[src/rtl/stream_tx_arbiter_if.sv]
// Byte-stream bundle shared by the requesters, the TX arbiter and the TX FIFO input.
// master is the arbiter's view; slave is the view of the logic around it.
interface stream_tx_arbiter_if #(
  parameter int NUM_SRC = 2
);
  logic [NUM_SRC-1:0]   s_valid_i;
  logic [NUM_SRC-1:0]   s_ready_o;
  logic [8*NUM_SRC-1:0] s_data_i;
  logic [NUM_SRC-1:0]   s_last_i;
  logic                 m_valid_o;
  logic                 m_ready_i;
  logic [7:0]           m_data_o;
  logic                 m_last_o;

  modport master (
    input  s_valid_i, s_data_i, s_last_i, m_ready_i,
    output s_ready_o, m_valid_o, m_data_o, m_last_o
  );

  modport slave (
    output s_valid_i, s_data_i, s_last_i, m_ready_i,
    input  s_ready_o, m_valid_o, m_data_o, m_last_o
  );
endinterface

[src/rtl/stream_tx_arbiter.sv]
// Packet-granular round-robin arbiter onto one byte stream; 1-cycle grant, then zero-latency pass-through.
// Non-owners see ready=0; owner sees m_ready directly; a stalled owner is released by the watchdog.
module stream_tx_arbiter #(
  parameter int NUM_SRC = 2,
  parameter int TIMEOUT = 1024
) (
  input  logic                clk,
  input  logic                reset_n,
  stream_tx_arbiter_if.master bus,
  output logic [NUM_SRC-1:0]  grant_o,
  output logic                abort_o
);
  localparam int IDX_W = (NUM_SRC > 1) ? $clog2(NUM_SRC) : 1;
  localparam int TMR_W = (TIMEOUT > 0) ? $clog2(TIMEOUT + 1) : 1;
  localparam logic [TMR_W-1:0] TMR_LAST = (TIMEOUT > 0) ? TMR_W'(TIMEOUT - 1) : '0;
  localparam logic [TMR_W-1:0] TMR_MAX  = '1;
  localparam logic [IDX_W-1:0] IDX_LAST = IDX_W'(NUM_SRC - 1);

  typedef enum logic {IDLE, BUSY} state_t;

  state_t             state_q, state_d;
  logic [NUM_SRC-1:0] grant_q, grant_d;
  logic [IDX_W-1:0]   last_q, last_d;
  logic [TMR_W-1:0]   timer_q, timer_d;
  logic               abort_q, abort_d;

  logic               own_vld, own_last;
  logic [7:0]         own_dat;
  logic [IDX_W-1:0]   own_idx;
  logic [NUM_SRC-1:0] win_oh;
  logic [IDX_W-1:0]   cand;
  logic               found;
  logic               hs, tmo;

  function automatic logic [IDX_W-1:0] rot_idx(input logic [IDX_W-1:0] base, input int off);
    int s;
    s = int'(base) + off;
    if (s >= NUM_SRC) s = s - NUM_SRC;
    return IDX_W'(s);
  endfunction

  // grant_q is all-zero in IDLE, so the owner mux also yields an idle bus there
  always_comb begin
    own_vld  = 1'b0;
    own_last = 1'b0;
    own_dat  = '0;
    own_idx  = '0;
    for (int k = 0; k < NUM_SRC; k++) begin
      if (grant_q[k]) begin
        own_vld  = bus.s_valid_i[k];
        own_last = bus.s_last_i[k];
        own_dat  = bus.s_data_i[8*k +: 8];
        own_idx  = IDX_W'(k);
      end
    end
  end

  always_comb begin
    win_oh = '0;
    cand   = '0;
    found  = 1'b0;
    for (int i = 1; i <= NUM_SRC; i++) begin
      cand = rot_idx(last_q, i);
      if (!found && bus.s_valid_i[cand]) begin
        found        = 1'b1;
        win_oh[cand] = 1'b1;
      end
    end
  end

  assign bus.m_valid_o = own_vld;
  assign bus.m_data_o  = own_dat;
  assign bus.m_last_o  = own_last;
  assign bus.s_ready_o = grant_q & {NUM_SRC{bus.m_ready_i}};

  assign hs  = own_vld & bus.m_ready_i;
  assign tmo = (TIMEOUT > 0) && (state_q == BUSY) && !own_vld && (timer_q == TMR_LAST);

  always_comb begin
    state_d = state_q;
    grant_d = grant_q;
    last_d  = last_q;
    timer_d = timer_q;
    abort_d = 1'b0;
    case (state_q)
      IDLE: begin
        if (found) begin
          state_d = BUSY;
          grant_d = win_oh;
          timer_d = '0;
        end
      end
      BUSY: begin
        if (hs && own_last) begin
          state_d = IDLE;
          grant_d = '0;
          last_d  = own_idx;
          timer_d = '0;
        end else if (tmo) begin
          state_d = IDLE;
          grant_d = '0;
          last_d  = own_idx;
          timer_d = '0;
          abort_d = 1'b1;
        end else if (own_vld) begin
          // backpressure with data pending is not a stall
          timer_d = '0;
        end else if (timer_q != TMR_MAX) begin
          timer_d = timer_q + 1'b1;
        end
      end
      default: begin
        state_d = IDLE;
        grant_d = '0;
      end
    endcase
  end

  always_ff @(posedge clk) begin
    if (!reset_n) begin
      state_q <= IDLE;
      grant_q <= '0;
      last_q  <= IDX_LAST;
      timer_q <= '0;
      abort_q <= 1'b0;
    end else begin
      state_q <= state_d;
      grant_q <= grant_d;
      last_q  <= last_d;
      timer_q <= timer_d;
      abort_q <= abort_d;
    end
  end

  assign grant_o = grant_q;
  assign abort_o = abort_q;

  a_grant_onehot: assert property (@(posedge clk) disable iff (!reset_n) $onehot0(grant_q));
  a_idle_no_grant: assert property (@(posedge clk) disable iff (!reset_n)
                                    (state_q == IDLE) |-> (grant_q == '0));
  a_busy_has_grant: assert property (@(posedge clk) disable iff (!reset_n)
                                     (state_q == BUSY) |-> (grant_q != '0));
endmodule

[src/flat_wrapper.sv]
// flat-port wrapper written by rule: the top's interface ports become plain ports
module stream_tx_arbiter_flat 
#(
  parameter int NUM_SRC = 2,
  parameter int TIMEOUT = 1024
)
  (clk, reset_n, grant_o, abort_o, bus_s_valid_i, bus_s_data_i, bus_s_last_i, bus_m_ready_i, bus_s_ready_o, bus_m_valid_o, bus_m_data_o, bus_m_last_o);
  stream_tx_arbiter_if #(.NUM_SRC(NUM_SRC)) bus_i ();
  input  logic clk;
  input  logic reset_n;
  output logic [NUM_SRC-1:0] grant_o;
  output logic abort_o;
  input wire logic [$bits(bus_i.s_valid_i)-1:0] bus_s_valid_i;
  input wire logic [$bits(bus_i.s_data_i)-1:0] bus_s_data_i;
  input wire logic [$bits(bus_i.s_last_i)-1:0] bus_s_last_i;
  input wire logic [$bits(bus_i.m_ready_i)-1:0] bus_m_ready_i;
  output wire logic [$bits(bus_i.s_ready_o)-1:0] bus_s_ready_o;
  output wire logic [$bits(bus_i.m_valid_o)-1:0] bus_m_valid_o;
  output wire logic [$bits(bus_i.m_data_o)-1:0] bus_m_data_o;
  output wire logic [$bits(bus_i.m_last_o)-1:0] bus_m_last_o;
  assign bus_i.s_valid_i = bus_s_valid_i;
  assign bus_i.s_data_i = bus_s_data_i;
  assign bus_i.s_last_i = bus_s_last_i;
  assign bus_i.m_ready_i = bus_m_ready_i;
  assign bus_s_ready_o = bus_i.s_ready_o;
  assign bus_m_valid_o = bus_i.m_valid_o;
  assign bus_m_data_o = bus_i.m_data_o;
  assign bus_m_last_o = bus_i.m_last_o;
  stream_tx_arbiter #(.NUM_SRC(NUM_SRC), .TIMEOUT(TIMEOUT)) u_core (.clk(clk), .reset_n(reset_n), .bus(bus_i), .grant_o(grant_o), .abort_o(abort_o));
endmodule
[config.mk]
export PLATFORM = sky130hd
export DESIGN_NAME = stream_tx_arbiter_flat
export DESIGN_NICKNAME = d
export VERILOG_FILES = /design/src/rtl/stream_tx_arbiter_if.sv /design/src/rtl/stream_tx_arbiter.sv /design/src/flat_wrapper.sv
export SDC_FILE = /design/constraint.sdc
export NUM_CORES = 1
export LEC_CHECK = 0
export ABC_AREA = 1
export CORE_ASPECT_RATIO = 2
export CORE_MARGIN = 2
export CORE_UTILIZATION = 39
export CTS_BUF_LIST = sky130_fd_sc_hd__clkbuf_8
export DETAILED_ROUTE_END_ITERATION = 6
export PLACE_DENSITY_LB_ADDON = 0.12
export SYNTH_ARGS = -nofsm -noshare
export SYNTH_HDL_FRONTEND = slang
export SYNTH_SLANG_ARGS = --single-unit
[constraint.sdc]
create_clock -name clk -period 1.8 [get_ports clk]
set_input_delay 0.27 -clock clk [delete_from_list [all_inputs] [get_ports clk]]
set_output_delay 0.27 -clock clk [all_outputs]
set_load 0.05 [all_outputs]
---- Word level (Yosys, flattened, before mapping) ----
Index checks and enable logic that the tools add are counted.
storage, ports and cells
  word-level logic and storage cells ...... 77
  bits of input ports ..................... 23
  output and inout port bits .............. 15
  register bits ........................... 16
cells by class
  add/subtract/negate cells ............... 5
  bitwise operators ....................... 5
  equality and inequality tests ........... 5
  reduce and logical (&&, ||, !) cells .... 13
  $lt $le $gt $ge ......................... 6
  mux-type cells .......................... 38
operators by type and width
  kind                   count
  $mux 11                5
  $pmux 11 s2            1
  $mux 1                 21
  $mux 8                 2
  $add 11x1->11 const B  1
  $eq 11x10->1 const B   1
  $ne 11x11->1 const B   1
  $mux 2                 5
  $logic_and 1x1->1      6
  $reduce_and 2->1       3
  $ne 5x5->1 const B     1
  $lt 1x2->1 const B     2
  $pmux 2 s2             1
  $add 1x2->3 const B    1
  $ge 3x2->1 const B     1
  $ne 3x3->1 const B     1
  $reduce_or 3->1        1
  $add 1x1->2 const B    1
  $and 2x2->2            1
  $demux 1 s1            2
  $ge 1x1->1 const B     2
  $ge 2x2->1 const B     1
  $logic_not 1->1        2
  $ne 2x1->1 const B     1
  other kinds (6)        8

---- Logic depth before layout (Yosys ltp) ----
  depth after elaboration ................. 12
  gate-level depth with buffers ........... 10
  mapped depth without buffers ............ 10

---- Worst setup path after synthesis ----
Ideal clock, no wire load.
  path kind ............................... register to output
  from .................................... register u_core.grant_q[0], in the netlist u_core.grant_o[0]
  to ...................................... output bus_m_data_o[0]
  arrival ................................. 1.568 ns
  buffers on the path ..................... 0
  slack ................................... -0.038 ns
  data required time ...................... 1.530 ns
  cell stages (with the launch flop) ...... 4
  cells stage by stage .................... dfxtp_1 -> inv_1 -> nor2_1 -> a22o_1
on the way
  cells in the longest elaborated chain, start to end .. 2
RTL lines
  item                    RTL line                  RTL
  from (decl)             stream_tx_arbiter.sv:22   logic [NUM_SRC-1:0] grant_q, grant_d;
  from (signal assigned)  stream_tx_arbiter.sv:128  grant_q <= grant_d;
  $mux 8 (2 in series)    stream_tx_arbiter.sv:49   if (grant_q[k]) begin
  to (decl)               flat_wrapper.sv:19        output wire logic [$bits(bus_i.m_data_o)-1:0] bus_m_data_o;
No other way between the ends.

---- Worst setup path after layout ----
  from .................................... register u_core.grant_q[1], in the netlist u_core.grant_o[1]
  to ...................................... output bus_m_data_o[6]
on the way
  cells in the longest elaborated chain, start to end .. 1
RTL lines
  item    RTL line
  $mux 8  stream_tx_arbiter.sv:49
No other way between the ends.

==> impl_metrics.env <==
export IMPL_yosys_register_bits=16
export IMPL_dr_first_iter_drc_count=44
export IMPL_power_switching_mw=0.337
export IMPL_netSwitchingFraction_pct=32.3
export IMPL_power_density_nw_per_um2=613
export IMPL_route_detailed_vias_per_inst=5.46
export IMPL_power_total_mw=1.04
export IMPL_maxSlewViolCount=0
export IMPL_critical_path_startpoint="u_core.grant_o[1]"
export IMPL_design_final_nets=233
export IMPL_clock_insertion_delay_worst_skew_ns=0.25
export IMPL_critPathKind="reg -> out"
export IMPL_worst_ir_drop_vdd_mv=0.409
export IMPL_register_share_of_total_power_pct=36.6
export IMPL_yosys_top_cells_count="sky130_fd_sc_hd__nand2_1 (44), sky130_fd_sc_hd__inv_1 (20), sky130_fd_sc_hd__nand3_1 (18), sky130_fd_sc_hd__nor2_1 (18), sky130_fd_sc_hd__dfxtp_1 (16)"
export IMPL_totalNegativeSetupSlack_ns=0
export IMPL_grt_max_degree=11
export IMPL_clockPowerShare_pct=25.2
export IMPL_synthesis_area_per_instance_sq_um=6.61
export IMPL_achievable_frequency_ghz=0.609
export IMPL_gp_congestion=0.915
export IMPL_synth_area_leaders="sky130_fd_sc_hd__dfxtp_1 (29%), sky130_fd_sc_hd__nand2_1 (15%), sky130_fd_sc_hd__nand3_1 (8.1%)"
export IMPL_die_height_microns=79.4
export IMPL_io_pins=38
export IMPL_worst_r2r_startpoint="u_core.timer_q[1]"
export IMPL_comb_power_share_pct=38.1
export IMPL_numCtsBuffers=3
export IMPL_dieArea_sq_um=3310
export IMPL_ant_nets=0
export IMPL_yosysSeqAreaShare_pct=28.9
export IMPL_tritoncts="yes"
export IMPL_post_route_worst_setup_slack_ns=0.159
export IMPL_globalRouteTotalUtil_pct=21.2
export IMPL_max_slew_worst_pin_slew_ns=0.500
export IMPL_syn_nets=192
export IMPL_post_route_cells_drive_above_1_share_pct=21.7
export IMPL_required_time_reported_for_the_critical_path_endpoint_ns=1.53
export IMPL_instance_count_of_the_mapped_netlist=168
export IMPL_route_final_wire_length_microns=3320
export IMPL_finalClockSkew_ns=0.00356
export IMPL_synth_most_common_cell="sky130_fd_sc_hd__nand2_1"
export IMPL_timing_final_hold_violations=0
export IMPL_synthDominantCellAreaShare_pct=28.9
export IMPL_worst_slew_margin_rel_pct=66.5
export IMPL_antenna_violations_before_repair=0
export IMPL_placementRows=27
export IMPL_cts_sinks=16
export IMPL_grt_pass1_wl_microns=5510
export IMPL_setup_worst_path_end_class="output port"
export IMPL_cts_setup_buffers=0
export IMPL_die_w_microns=41.7
export IMPL_footprint_of_the_multi_input_gates_sq_um=697
export IMPL_holdCritPathClass="reg -> reg"
export IMPL_final_setup_fails=0
export IMPL_overflow=0
export IMPL_critPathArrivalTime_ns=1.37
export IMPL_grt_setup_unrepaired="no"
export IMPL_port_buffer_count=37
export IMPL_post_drt_wl_per_cell_microns=14.1
export IMPL_final_critical_path_share_of_the_clock_period_pct=91.2
export IMPL_synthArstFlopShare_pct=0
export IMPL_timing_max_cap_violations=0
export IMPL_post_route_drc_violation_count=0
export IMPL_fillCellCount=250
export IMPL_regArea_sq_um=322
export IMPL_yosys_area_top_type="sky130_fd_sc_hd__dfxtp_1"
export IMPL_n_antenna_cell=0
export IMPL_static_leakage_power_nw=0.721
export IMPL_crit_slowest_cell="sky130_fd_sc_hd__dfxtp_1"
export IMPL_ys_flop_type="sky130_fd_sc_hd__dfxtp_1"
export IMPL_ctsRootBufferMaster="sky130_fd_sc_hd__clkbuf_8"
export IMPL_drt_pre_antenna_iters=4
export IMPL_period_minus_slack_ns=1.64
export IMPL_post_cts_resized_instances=0
export IMPL_holdBufCountCts=0
export IMPL_power_internal_mw=0.705
export IMPL_floorplan_initialDensity_pct=40.6
export IMPL_core_area_sq_um=2740
export IMPL_max_stage_delay_ns=0.48
export IMPL_cts_htree_levels=1
export IMPL_worstSetupStartpointType="flip-flop"
export IMPL_num_vias=1288
export IMPL_clk_transition_reported_paths_ns=0.06
export IMPL_netlist_cell_type_count=28
export IMPL_crit_path_max_fanout=8
export IMPL_yosysWarningCount=0
export IMPL_worst_r2r_setup_slack_ns=0.24
export IMPL_first_global_vias=1267
export IMPL_dp_worst_setup_slack_ns=0.0289
export IMPL_clockBufferDepth=2
export IMPL_worst_path_cell_trace="nor2_1 > buf_4 > a22o_2 > buf_12"
export IMPL_timing_hold_worst_start="u_core.last_q"
export IMPL_dp_hpwl_microns=2710
export IMPL_outcome="finished, final reports clean"
export IMPL_number_of_flops_mapped_to_enable_cells_by_yosys=0
export IMPL_layout_area_overhead_vs_synth_pct=53.1
export IMPL_synth_area_sq_um=1110
registers in the layout, summed over array words and instances, names as in the netlist:
register,count
u_core.abort_o,1
u_core.timer_q,11
u_core.last_q,1
u_core.state_q,1
u_core.grant_o,2
critical path: cells and delay by family, from the launching register on:
family / cells / cell delay, ns
buffers and inverters: 2 / 0.32
DFF: 1 / 0.48
AOI/OAI and AO/OA: 1 / 0.23
and+or+nand+nor: 1 / 0.09
power groups by stage:
stage	registers, mW	clock network [mW]	logic (mW)
2_1_floorplan	0.390	0	0.199
3_3_place_gp	0.389	0	0.395
3_5_place_dp	0.389	0	0.399
4_1_cts	0.382	0.265	0.401
5_1_grt	0.384	0.288	0.416
6_report	0.381	0.263	0.397
per-stage QoR:
| step | area [sq um] | instances | util [%] | hold WS, ns |
|---|---|---|---|---|
| 3_5_place_dp | 1660 | 233 | 60.6 | 0.498 |
| 3_3_place_gp | 1660 | 233 | 60.6 | 0.481 |
| 6_report | 1700 | 236 | 62.1 | 0.511 |
| 4_1_cts | 1700 | 236 | 62.1 | 0.510 |
| 5_1_grt | 1700 | 236 | 62.1 | 0.530 |
| 2_1_floorplan | 1120 | 168 | - | 0.417 |
routing by layer:
layer,GRT usage (%),wire length (microns),up-vias
met4,11.6,128,0
met5,0,0,-
met1,18.7,1120,605
met2,43.8,1980,45
met3,2.04,87,13
li1,-,-,625
area by class of cell:
| type | count | area share (%) |
|---|---|---|
| tap | 29 | 2.14 |
| multi-input combinational | 126 | 41.0 |
| timing repair buffer | 40 | 30.6 |
| sequential | 16 | 18.9 |
| inverter | 22 | 4.86 |
| clock buffer | 3 | 2.43 |
placed cells by master, fill, tap and decap left out, types with 2 or more instances in the layout:
cell	Yosys	routed
sky130_fd_sc_hd__nor3_1	2	2
sky130_fd_sc_hd__nand2_4	3	3
sky130_fd_sc_hd__a21oi_1	10	10
sky130_fd_sc_hd__clkbuf_8	0	3
sky130_fd_sc_hd__inv_2	2	2
sky130_fd_sc_hd__a22o_2	0	8
sky130_fd_sc_hd__o21ai_0	3	3
sky130_fd_sc_hd__nor2_4	2	2
sky130_fd_sc_hd__buf_12	0	13
sky130_fd_sc_hd__o21bai_1	2	2
sky130_fd_sc_hd__nor2_1	18	18
sky130_fd_sc_hd__nand4_1	3	3
sky130_fd_sc_hd__nand2_1	44	44
sky130_fd_sc_hd__buf_4	1	4
sky130_fd_sc_hd__inv_1	20	20
sky130_fd_sc_hd__nand3_1	18	18
sky130_fd_sc_hd__nand2_2	2	2
sky130_fd_sc_hd__nand3_2	2	2
sky130_fd_sc_hd__dfxtp_1	16	15
sky130_fd_sc_hd__clkdlybuf4s50_1	0	23
path summary, 6_finish.rpt:
check	to	depth (start not counted)
hold reg to reg	u_core.last_q	2
hold / removal	u_core.last_q	2
setup reg to reg	u_core.timer_q[0]	9
setup / recovery	bus_m_data_o[6]	4
logic make-up after synthesis:
family | after synthesis | share of synthesized area (%)
fa+ha+maj | 1 | 1.13
simple gates | 98 | 43.6
xor+xnor | 1 | 0.789
compound gates | 26 | 16.3
buf+inv | 26 | 9.24
flops | 16 | 28.9
Power figures use the tool's default switching activity.
==> RTL change, RTL diff (same settings) <==
Make the reset (`reset_n`) asynchronous in one clocked block.
--- a/src/rtl/stream_tx_arbiter.sv
+++ b/src/rtl/stream_tx_arbiter.sv
@@ -116,7 +116,7 @@
     endcase
   end
 
-  always_ff @(posedge clk) begin
+  always_ff @(posedge clk or negedge reset_n) begin
     if (!reset_n) begin
       state_q <= IDLE;
       grant_q <= '0;
Formal check against the unedited RTL: differs if reset_n is asserted again (counterexample within 4 cycles, from zero or initial values and one cycle with reset_n low); with reset_n held inactive, the same outputs for 10 cycles.
==> RTL change against the unedited design <==
Count of clock-buffer cells in the layout is 1 higher. Die area is 2.1% higher. Area after synthesis is 2.3% higher. Final area is 2.7% higher. Cell count is 3.4% higher. Hold slack worse by 0.18 ns. Sequential cell count stayed put. Setup slack worse by 0.0021 ns. Via count is 3.8% lower. Routed wire length is 0.27% lower. Highest routed layer unchanged.
Power is not compared: it rests on default switching activity, and its combinational part moved more than twofold at a synthesized area within 25%.
==> RTL change: results (changes against the unedited design) <==
Skew-Pair Late Insertion Delay=0.26 ns; DP Wirelength=2650 um (was 2710 um); Reg with most FFs=u_core.timer_q (unchanged); switch share=47.1%; GPL Wtd Cong=0.838 (was 0.915); Mapped Nets=196 (was 192); Bufs on Longest Clock Path=2 (unchanged); pin count of the biggest net entering global routing=17 (was 11); Mapped Cells=172 (was 168); ys async rst share=100% (was 0%); CTS H-tree depth=1 (unchanged); Tightest Pin Transition=0.499 ns (was 0.500 ns); Port Buf Inserts=37 (unchanged); Gate power share=67.0%; cell with the largest stage delay on the worst path=clkdlybuf4s50_1 (was dfxtp_1); register area share after synthesis=35.4% (was 28.9%); Layout Cells excl Fill=244 (was 236); crit-path leading delay family=buffers and inverters (was flip-flops); ant diodes=0 (unchanged); drt wl/cell=13.6 um (was 14.1 um); DR vias=1,239 (was 1,288); Hold Crit Class=input port to asynchronous set/reset pin (was register to register); Yosys Warn Count=0 (unchanged); mux cell area share after synthesis=0% (unchanged); Tot Pwr=2590 uW; Global Route Usage Sum=20.6% (was 21.2%); WP data arrival=1.37 ns (about the same); Synth Area in Adders=1.10% (was 1.13%); top_reg_cell synth=dfrtp_1 (was dfxtp_1); Post-CTS Setup Repair Bufs=0 (unchanged); pre-CTS setup slack=0.232 ns (was 0.0289 ns); Clock Pin Slew Worst Setup and Hold Paths=0.07 ns; Num CTS Buffers=3 (unchanged); complex-gate fraction of the synthesized area=5.95% (was 16.3%); max FFs per register=11 (unchanged); static leakage=0.000861 uW; Pre-antenna DRT Iters=4 (unchanged); root buffer selected by CTS=clkbuf_8 (unchanged); Max IR drop VDD=0.000876 V; share of layout cells above drive strength 1=19.5% (was 21.7%); synth top area cells=dfrtp_1, nand2_1, nand3_1 (was dfxtp_1, nand2_1, nand3_1); Yosys cell types=29 (was 28); outcome=completed (unchanged); Synth Area in XOR/XNOR=2.32% (was 0.789%); Top power group=combinational logic; clock-net power=328 uW; # resized after CTS=0 (unchanged); maximum net fanout on the critical path=1 (was 8); Residual DRC=0 (unchanged); Largest stage delay, worst path=0.80 ns (was 0.48 ns); synth cell count leaders=nand2_1, nand3_1, dfrtp_1 (was nand2_1, inv_1, nand3_1, nor2_1, dfxtp_1); clock skew=0.00307 ns (was 0.00356 ns); initial antenna violation count=0 (unchanged); DR iter-0 viols=35 (was 44); first-pass GRT wire length=5330 um (was 5510 um)
==> RTL change: cell types whose count changed in the layout (fill, tap and decap cells not counted), moves of 3 or more <==
cell / before / now
nor2_2: 0 / 3
inv_1: 20 / 11
nor2_1: 18 / 13
a22o_2: 8 / 0
nand2_1: 44 / 75
dfxtp_1: 15 / 0
dfrtp_1: 0 / 15
a21oi_1: 10 / 4
buf_4: 4 / 8
nand2_4: 3 / 0
==> RTL change: path summary, 6_finish.rpt <==
check                                               from                       endpoint  slack [ns]  depth (start not counted)
setup / recovery                u_core.abort_o$_DFF_PN0_                        abort_o        0.16                          1
hold / removal                                   reset_n  u_core.timer_q[5]$_DFFE_PN0P_        0.33                          2
setup reg to reg           u_core.timer_q[1]$_DFFE_PN0P_  u_core.timer_q[6]$_DFFE_PN0P_        0.29                          8
hold reg to reg                u_core.last_q$_DFFE_PN1P_      u_core.last_q$_DFFE_PN1P_        0.47                          2
max in group asynchronous                        reset_n      u_core.last_q$_DFFE_PN1P_        1.22                          2
min in group clk               u_core.last_q$_DFFE_PN1P_      u_core.last_q$_DFFE_PN1P_        0.47                          2
==> RTL change: layer usage <==
metal | track usage, % | routed length, um
met2 | 40.9 | 1890
met4 | 11.6 | 130
met1 | 18.9 | 1170
met3 | 2.92 | 122
met5 | 0 | 0
==> RTL change: layout make-up <==
type                    count  area [sq um]
inverters                  15          56.3
well taps                  29          36.3
flip-flops and latches     16           402
fillers                   254          1030
multi-input cells         136           644
repair buffers             44           551
clock buffers               4          55.1
==> RTL change: kinds of logic after synthesis <==
logic type | count (synthesis)
AOI/OAI and AO/OA | 9
xor gates and xnor gates | 3
DFF | 16
and+or+nand+nor | 123
adders and majority gates | 1
buffers and inverters | 20
